[src/rtl/isa_pkg.sv]
// Shared ISA definitions for the instruction encoder and the decode stage:
// class codes, field positions, illegal-op constants, error codes and FSM states.
package isa_pkg;

  localparam logic [1:0] CLS_MEM = 2'b00;
  localparam logic [1:0] CLS_BR  = 2'b01;

  localparam int COND_LSB    = 28;
  localparam int DP_BIT      = 27;
  localparam int OP4_BIT     = 26;
  localparam int I_BIT       = 25;
  localparam int BR_KIND_LSB = 24;
  localparam int OP_LSB      = 21;
  localparam int S_BIT       = 20;
  localparam int RN_LSB      = 16;
  localparam int RD_LSB      = 12;
  localparam int IMM24_W     = 24;

  localparam logic [4:0] DP_ILLEGAL_OP   = 5'b11111;
  localparam logic [2:0] MEM_ILLEGAL_HI3 = 3'b111;

  typedef enum logic [1:0] {
    ERR_NONE    = 2'b00,
    ERR_ILLEGAL = 2'b01,
    ERR_RANGE   = 2'b10,
    ERR_WRAP    = 2'b11
  } err_code_e;

  typedef enum logic [1:0] {
    ST_IDLE,
    ST_RUN,
    ST_DRAIN,
    ST_ERR
  } enc_state_e;

  typedef struct packed {
    logic [1:0]  cls;
    logic [4:0]  aluop;
    logic        imm;
    logic        setflags;
    logic [3:0]  cond;
    logic [3:0]  rn;
    logic [3:0]  rd;
    logic [11:0] src2;
  } desc_t;

endpackage

[src/rtl/instr_pack.sv]
// Combinational field packer for one micro-op descriptor, with legality and
// branch-range checks; the branch offset is relative to wr_addr+2.
module instr_pack import isa_pkg::*; #(
  parameter int ADDR_W = 16
) (
  input  desc_t             desc,
  input  logic [ADDR_W-1:0] target,
  input  logic [ADDR_W-1:0] wr_addr,
  output logic [31:0]       word,
  output logic              illegal,
  output logic              out_of_range
);

  localparam int DW = ADDR_W + 1;

  logic [DW-1:0]      diff;
  logic [IMM24_W-1:0] imm24;
  logic               range_bad;

  assign diff = {1'b0, target} - ({1'b0, wr_addr} + DW'(2));

  // Wide address spaces must prove the offset fits in a signed 24-bit field.
  if (DW >= IMM24_W) begin : g_wide
    logic [DW-IMM24_W:0] hi;
    assign hi        = diff[DW-1:IMM24_W-1];
    assign imm24     = diff[IMM24_W-1:0];
    assign range_bad = !((&hi) || !(|hi));
  end else begin : g_narrow
    assign imm24     = {{(IMM24_W-DW){diff[DW-1]}}, diff};
    assign range_bad = 1'b0;
  end

  always_comb begin
    word         = '0;
    illegal      = 1'b0;
    out_of_range = 1'b0;
    word[COND_LSB +: 4] = desc.cond;
    if (desc.cls[1]) begin
      word[DP_BIT]          = 1'b1;
      word[OP4_BIT]         = desc.aluop[4];
      word[I_BIT]           = desc.imm;
      word[OP_LSB +: 4]     = desc.aluop[3:0];
      word[S_BIT]           = desc.setflags;
      word[RN_LSB +: 4]     = desc.rn;
      word[RD_LSB +: 4]     = desc.rd;
      word[11:0]            = desc.src2;
      illegal               = (desc.aluop == DP_ILLEGAL_OP);
    end else if (desc.cls == CLS_MEM) begin
      word[I_BIT]           = desc.imm;
      word[OP_LSB +: 4]     = desc.aluop[3:0];
      word[RN_LSB +: 4]     = desc.rn;
      word[RD_LSB +: 4]     = desc.rd;
      word[11:0]            = desc.src2;
      illegal               = desc.aluop[4] | (desc.aluop[3:1] == MEM_ILLEGAL_HI3);
    end else begin
      word[OP4_BIT]          = 1'b1;
      word[BR_KIND_LSB +: 2] = desc.aluop[1:0];
      word[IMM24_W-1:0]      = imm24;
      illegal                = |desc.aluop[4:2];
      out_of_range           = range_bad;
    end
  end

endmodule

[src/rtl/instr_encoder.sv]
// Streams encoded instruction words into instruction memory from a base address.
// States: IDLE wait start | RUN accept descriptors | DRAIN flush last word | ERR halted, sticky error.
module instr_encoder import isa_pkg::*; #(
  parameter int ADDR_W = 16
) (
  input  logic              clk,
  input  logic              reset,
  input  logic              start,
  input  logic [ADDR_W-1:0] base_addr,
  input  logic              in_valid,
  output logic              in_ready,
  input  logic              in_last,
  input  logic [1:0]        in_class,
  input  logic [4:0]        in_aluop,
  input  logic              in_imm,
  input  logic              in_setflags,
  input  logic [3:0]        in_cond,
  input  logic [3:0]        in_rn,
  input  logic [3:0]        in_rd,
  input  logic [11:0]       in_src2,
  input  logic [ADDR_W-1:0] in_target,
  output logic              imem_valid,
  input  logic              imem_ready,
  output logic [ADDR_W-1:0] imem_addr,
  output logic [31:0]       imem_wdata,
  output logic              busy,
  output logic              done,
  output logic              error,
  output logic [1:0]        err_code
);

  enc_state_e        state_q, state_d;
  logic [ADDR_W-1:0] wr_addr_q, wr_addr_d;
  logic              wrap_q, wrap_d;
  logic              imem_valid_q, imem_valid_d;
  logic [ADDR_W-1:0] imem_addr_q, imem_addr_d;
  logic [31:0]       imem_wdata_q, imem_wdata_d;
  logic              done_q, done_d;
  logic              error_q, error_d;
  err_code_e         err_code_q, err_code_d;

  desc_t       desc;
  logic [31:0] word;
  logic        illegal;
  logic        out_of_range;
  logic        in_ready_c;

  assign desc = '{cls: in_class, aluop: in_aluop, imm: in_imm, setflags: in_setflags,
                  cond: in_cond, rn: in_rn, rd: in_rd, src2: in_src2};

  instr_pack #(.ADDR_W(ADDR_W)) u_pack (
    .desc         (desc),
    .target       (in_target),
    .wr_addr      (wr_addr_q),
    .word         (word),
    .illegal      (illegal),
    .out_of_range (out_of_range)
  );

  always_comb begin
    state_d      = state_q;
    wr_addr_d    = wr_addr_q;
    wrap_d       = wrap_q;
    imem_valid_d = imem_valid_q & ~imem_ready;
    imem_addr_d  = imem_addr_q;
    imem_wdata_d = imem_wdata_q;
    done_d       = 1'b0;
    error_d      = error_q;
    err_code_d   = err_code_q;
    in_ready_c   = 1'b0;
    unique case (state_q)
      ST_IDLE: begin
        if (start) begin
          state_d   = ST_RUN;
          wr_addr_d = base_addr;
          wrap_d    = 1'b0;
        end
      end
      ST_RUN: begin
        in_ready_c = ~imem_valid_q | imem_ready;
        if (in_valid && in_ready_c) begin
          // A faulty descriptor is never written; any unaccepted word is dropped too.
          if (illegal || out_of_range || wrap_q) begin
            state_d      = ST_ERR;
            error_d      = 1'b1;
            imem_valid_d = 1'b0;
            err_code_d   = illegal ? ERR_ILLEGAL : (out_of_range ? ERR_RANGE : ERR_WRAP);
          end else begin
            imem_valid_d = 1'b1;
            imem_addr_d  = wr_addr_q;
            imem_wdata_d = word;
            wr_addr_d    = wr_addr_q + ADDR_W'(1);
            wrap_d       = &wr_addr_q;
            if (in_last) state_d = ST_DRAIN;
          end
        end
      end
      ST_DRAIN: begin
        if (imem_valid_q && imem_ready) begin
          state_d = ST_IDLE;
          done_d  = 1'b1;
        end
      end
      ST_ERR: begin
        imem_valid_d = 1'b0;
        if (start) begin
          state_d    = ST_RUN;
          error_d    = 1'b0;
          err_code_d = ERR_NONE;
          wr_addr_d  = base_addr;
          wrap_d     = 1'b0;
        end
      end
      default: state_d = ST_IDLE;
    endcase
  end

  always_ff @(posedge clk or posedge reset) begin
    if (reset) begin
      state_q      <= ST_IDLE;
      wr_addr_q    <= '0;
      wrap_q       <= 1'b0;
      imem_valid_q <= 1'b0;
      imem_addr_q  <= '0;
      imem_wdata_q <= '0;
      done_q       <= 1'b0;
      error_q      <= 1'b0;
      err_code_q   <= ERR_NONE;
    end else begin
      state_q      <= state_d;
      wr_addr_q    <= wr_addr_d;
      wrap_q       <= wrap_d;
      imem_valid_q <= imem_valid_d;
      imem_addr_q  <= imem_addr_d;
      imem_wdata_q <= imem_wdata_d;
      done_q       <= done_d;
      error_q      <= error_d;
      err_code_q   <= err_code_d;
    end
  end

  assign in_ready   = in_ready_c;
  assign imem_valid = imem_valid_q;
  assign imem_addr  = imem_addr_q;
  assign imem_wdata = imem_wdata_q;
  assign busy       = (state_q == ST_RUN) || (state_q == ST_DRAIN);
  assign done       = done_q;
  assign error      = error_q;
  assign err_code   = err_code_q;

endmodule

[config.mk]
export PLATFORM = sky130hd
export DESIGN_NAME = instr_encoder
export DESIGN_NICKNAME = d
export VERILOG_FILES = /design/src/rtl/isa_pkg.sv /design/src/rtl/instr_pack.sv /design/src/rtl/instr_encoder.sv
export SDC_FILE = /design/constraint.sdc
export NUM_CORES = 1
export LEC_CHECK = 0
export BUFFER_PORTS_ARGS = -buffer_cell sky130_fd_sc_hd__clkbuf_2
export CAP_MARGIN = 20
export CORE_MARGIN = 3
export CORE_UTILIZATION = 45
export CTS_CLUSTER_SIZE = 25
export DETAILED_ROUTE_END_ITERATION = 8
export GPL_TIMING_DRIVEN = 0
export HOLD_SLACK_MARGIN = 0.1
export PLACE_DENSITY = 0.82
export SYNTH_ARGS = -nofsm -noshare
export SYNTH_HDL_FRONTEND = slang
export SYNTH_HIERARCHICAL = 1
export SYNTH_SLANG_ARGS = --single-unit
[constraint.sdc]
create_clock -name clk -period 2.9 [get_ports clk]
set_input_delay 0.435 -clock clk [delete_from_list [all_inputs] [get_ports clk]]
set_output_delay 0.435 -clock clk [all_outputs]
set_load 0.01 [all_outputs]
* Word-level counts from Yosys, hierarchy flattened
Cells that the tools add are included.
Operators by class: add/subtract/negate cells 3, eq/ne operators 12, mux-type cells 36, bitwise logic cells 6, reductions and logical operators 15
Operators with widths (number):
- $mux 16 | 3
- $pmux 16 s2 | 1
- $mux 27 | 1
- $mux 20 | 1
- $mux 2 | 9
- $add 16x2->17 const B | 1
- $sub 16x17->17 | 1
- $add 16x1->16 const B | 1
- $reduce_and 16->1 | 1
- $mux 1 | 15
- $reduce_and 4->1 | 3
- $ne 2x2->1 const B | 5
- $pmux 1 s2 | 3
- $pmux 2 s3 | 1
- $eq 5x5->1 const B | 1
- $mux 5 | 1
- $eq 2x2->1 const B | 2
- $logic_not 2->1 | 2
- $pmux 2 s2 | 1
- $reduce_bool 2->1 | 2
- $eq 3x3->1 const B | 1
- $ne 3x3->1 const B | 1
- $not 1->1 | 3
- $reduce_and 3->1 | 1
- 8 further kinds | 11
Storage, ports and cells: register bits 72, input port bits 71, output and inout port bits 55, word-level logic and storage cells 81

* Depth between registers and ports, before layout
depth after elaboration 8, mapped depth 11, mapped depth without buffers 11

* By module
The synthesis kept the hierarchy.
Modules (own cells, without submodules):
- instr_encoder | times used 1, cells each 280, area an instance 3359.5 um^2, sequential area each 1801.7 um^2
- instr_pack | times used 1, cells each 254, area an instance 1656.6 um^2, sequential area each 0.0 um^2

* Least setup slack after synthesis
No wires, ideal clock.
path type input to register, from in in_target[1], to reg imem_wdata_q[15] (netlist: imem_wdata[15]), setup time 0.125 ns, data arrival time 2.649 ns, required time 2.775 ns, slack 0.127 ns, cell stages on the path 11, buffers on the path 0, path through inv_1 > ha_1 > inv_1 > ha_1 > fa_1 > a21oi_1 > o211ai_2 > a211oi_2 > nor4_1 > or3_1 > mux2_2
On the way: longest elaborated chain between the ends 3
RTL lines:
- start: declaration | line instr_encoder.sv:21 | input logic [ADDR_W-1:0] in_target,
- $sub 16x17->17 | line instr_pack.sv:20 | assign diff = {1'b0, target} - ({1'b0, wr_addr} + DW'(2));
- $mux 20 | line instr_pack.sv:48 | end else if (desc.cls == CLS_MEM) begin
- $mux 27 | line instr_pack.sv:38 | if (desc.cls[1]) begin
- net word[15] | line instr_encoder.sv:43 | logic [31:0] word;
- end signal: assignment | line instr_encoder.sv:135 | imem_wdata_q <= imem_wdata_d;
- end: declaration | line instr_encoder.sv:37 | logic [31:0] imem_wdata_q, imem_wdata_d;
The timed path passes the listed nets, and every way through them passes these cells. A chain may end at the register's enable or synchronous reset.

* Worst setup path in the final report
from reg wr_addr_q[11], to reg imem_wdata_q[21] (netlist: imem_wdata[21])
On the way: longest elaborated chain between the ends 4
RTL lines:
- start: declaration | line instr_encoder.sv:33 | logic [ADDR_W-1:0] wr_addr_q, wr_addr_d;
- start signal: assignment | line instr_encoder.sv:131 | wr_addr_q <= wr_addr_d;
- $add 16x2->17 | line instr_pack.sv:20
- $sub 16x17->17 | line instr_pack.sv:20
- $mux 5 | line instr_pack.sv:48
- $mux 27 | line instr_pack.sv:38
- net word[21] | line instr_encoder.sv:43
The timed path passes the listed nets, and every way through them passes these cells.

==> metrics.md <==
| Metric | Value |
|---|---|
| Outcome | finished, final reports clean |
| Final clock skew | 0.00701 ns |
| Area contributors post-synth | dfrtp_1 36%, mux2_2 11%, ha_1 9.0% |
| Util after Layout | between 50% and 60% |
| EDFF count, synth | 0 |
| P_leak | a little over 3 nW |
| Overall track demand over capacity in global routing | 21.6% |
| Via count | between 4,000 and 5,000 |
| Largest net degree at the start of global routing | between 70 and 80 |
| Top cells by count, synth | 72 x dfrtp_1, 60 x inv_1, 55 x nand2_1 |
| Syn Area/Cell | ~9.4 um^2 |
| Horiz. Die Dim | between 100 and 150 um |
| Count of endpoints failing setup in the final report | 0 |
| Vias in the first global route | about 4,600 |
| Global-route wire length before repair | ~22 mm |
| Hold Vio Cnt, Final | 0 |
| CP startpoint kind | flip-flop |
| WP data arrival | around 3.1 ns |
| Placed instance count | 791 |
| Area leader, netlist | dfrtp_1 |
| Gr ovfl total | 0 |
| Most frequent cell after synthesis | dfrtp_1 |
| Worst vdd ir | slightly below 0.6 mV |
| Fraction of registers with async set or reset after synthesis | 100% |
| Syn nets | approximately 640 |
| Register area share after synthesis | approximately 36% |
| DRT Pass-1 Iters | 5 |
| H-Tree Depth | 3 |
| Number of DRC markers in iteration 0 | around 440 |
| P per Cell Area | roughly 1200 nW/um^2 |
| #FFs+latches synth | 72 |
| Nets | ~800 |
| CTS Sinks | between 70 and 80 |
| Port-buffer cells | between 100 and 150 |
| Cts bufs inserted | 9 |
| Worst-skew pair later-pin latency | roughly 0.35 ns |
| Post-detail-place hpwl | approximately 10 mm |
| Die H | 112 um |
| Final non-filler cell total | 811 |
| RSZ-0062 raised after global routing | no |
| I/O pin count | around 130 |
| Post-synthesis cell type count | 75 |
| Req. time, crit path | about 3.1 ns |
| Synth-to-layout area growth | 21.6% |
| CP Capture Type | flip-flop |
| Synth Flop Type | dfrtp_1 |
| Clock transition at the registers of the reported paths | ~0.080 ns |
| Num rows | 37 |
| Residual DRC | 0 |
| WL final | roughly 14 mm |
| Antenna cells | 0 |
| Die Area | around 12,000 um^2 |
| Top-area cell type share of the netlist area | around 36% |
| Min Tclk post-route | around 2.8 ns |
| Fmax | 0.352 GHz |
| Least-Margin Pin Slew | approximately 0.89 ns |
| Max Cap Viol | 0 |
| Placer Congestion | 0.946 |
| Layout cells sized above 1 | about 37% |
| Antenna-violating nets left | 0 |
| Effective utilization at floorplan | a little under half |
| Initial antenna violation count | 0 |
| Clock Path Buffers | 2 |
| Setup TNS | 0 ns |
| DR WL/cell | about 17 um |
| Crit Path Max Fanout | 8 |
| Core box area | approximately 11,000 um^2 |
| Slew margin rel. | 41.0% |
| Synth Instances | about 530 |
| Synthesized area | approximately 5000 um^2 |
| Hold_buf cts | 0 |
| CTS root buffer | clkbuf_8 |
| YS warnings | 6 |
| Max Slew Vio Count | 0 |
| Crit share post-route | 97.9% |
| Hold WC Path Type | input port to asynchronous set/reset pin |
| CTS tree | done |
| Drt via density | ~5.7 |
| Critical path type | flip-flop to flip-flop |
| Fillcell total | between 900 and 1,000 |
[final cells by class]
class / instances / area, um^2 / area share, %
Tap cell: 136 / 170 / 2.79
Timing Repair Buffer: 126 / 643 / 10.5
Sequential cell: 72 / 1810 / 29.6
Clock buffer: 10 / 128 / 2.09
Clock inverter: 5 / 106 / 1.74
Buffer: 35 / 181 / 2.97
Inverter: 62 / 235 / 3.86
Multi-Input combinational cell: 365 / 2830 / 46.4
[path summary, 6_finish.rpt]
path                                           start                          to  slack, ns  cells after the start
max                        wr_addr_q[11]$_DFFE_PP0P_  imem_wdata[21]$_DFFE_PP0P_       0.06                     11
min                                            reset  imem_wdata[24]$_DFFE_PP0P_       0.26                      2
max reg2reg                wr_addr_q[11]$_DFFE_PP0P_  imem_wdata[21]$_DFFE_PP0P_       0.06                     11
min reg2reg                 imem_addr[8]$_DFFE_PP0P_    imem_addr[8]$_DFFE_PP0P_       0.49                      2
max in group asynchronous                      reset    wr_addr_q[9]$_DFFE_PP0P_       2.02                      2
min in group clk                          in_cond[2]  imem_wdata[30]$_DFFE_PP0P_       0.31                      2
[metrics by stage]
stage	area, um^2	total power, mW	hold slack (ns)	setup WS [ns]
final	6100	7.45	0.258	0.0600
after global routing	6100	8.02	0.297	0.00242
after CTS	6050	7.33	0.295	0.00932
after detailed placement	5790	6.28	0.475	-0.217
after global placement	5790	6.11	0.471	-0.193
after floorplan	5020	5.01	0.508	0.127
[worst max-delay path, cell delays in order, from the launching register on]
cell      delay [ns]
dfrtp_1         0.44
ha_1            0.30
inv_1           0.04
ha_1            0.29
buf_6           0.14
a21oi_2         0.19
o21ai_2         0.10
a221oi_2        0.41
mux2i_2         0.24
buf_4           0.17
nand4_1         0.12
mux2_2          0.29
[layout by cell type (no fill, tap or decap), drive strengths merged, types with 8 or more instances in the layout]
cell type | synthesis | layout
nor2 | 16 | 16
nand3 | 10 | 10
ha | 36 | 36
nand2 | 56 | 56
dfrtp | 72 | 72
o31ai | 8 | 8
buf | 24 | 29
nor3 | 10 | 10
a21oi | 23 | 23
inv | 61 | 61
nand4 | 13 | 13
clkbuf | 11 | 142
o21ai | 37 | 37
xor2 | 8 | 8
mux2 | 49 | 49
[metal layers]
layer	track usage (%)	vias up	wire, um
met4	7.22	0	365
met5	0	-	0
met2	37.7	234	6760
met3	4.29	34	1070
li1	-	2169	-
met1	26.8	2220	5560
[report_power, final]
part,switching (mW),internal (mW)
logic,2.62,1.97
registers,0.404,1.49
clock network,0.405,0.569
total,3.43,4.02
[flip-flops by register name (all words and copies together) (netlist names)]
name        cells
imem_wdata     32
state_q         2
error           1
wr_addr_q      16
wrap_q          1
imem_valid      1
err_code        2
imem_addr      16
done            1
[cell families after synthesis]
logic type | count (synthesis) | synth area share (%)
AND/OR/NAND/NOR | 136 | 13.8
XOR/XNOR | 11 | 1.92
AO/OA/AOI/OAI | 125 | 18.3
flip-flops | 72 | 35.9
adder cells (fa/ha/maj) | 37 | 9.38
buffers and inverters | 97 | 8.26
other | 1 | 0.0748
multiplexers | 55 | 12.3
[what timing repair did]
item                       in CTS  in global routing
setup buffers                   2                  3
resized for setup               2                  9
pin swaps                       2                  4
setup endpoints to repair      11                 13
(Power assumes the default switching activity.)
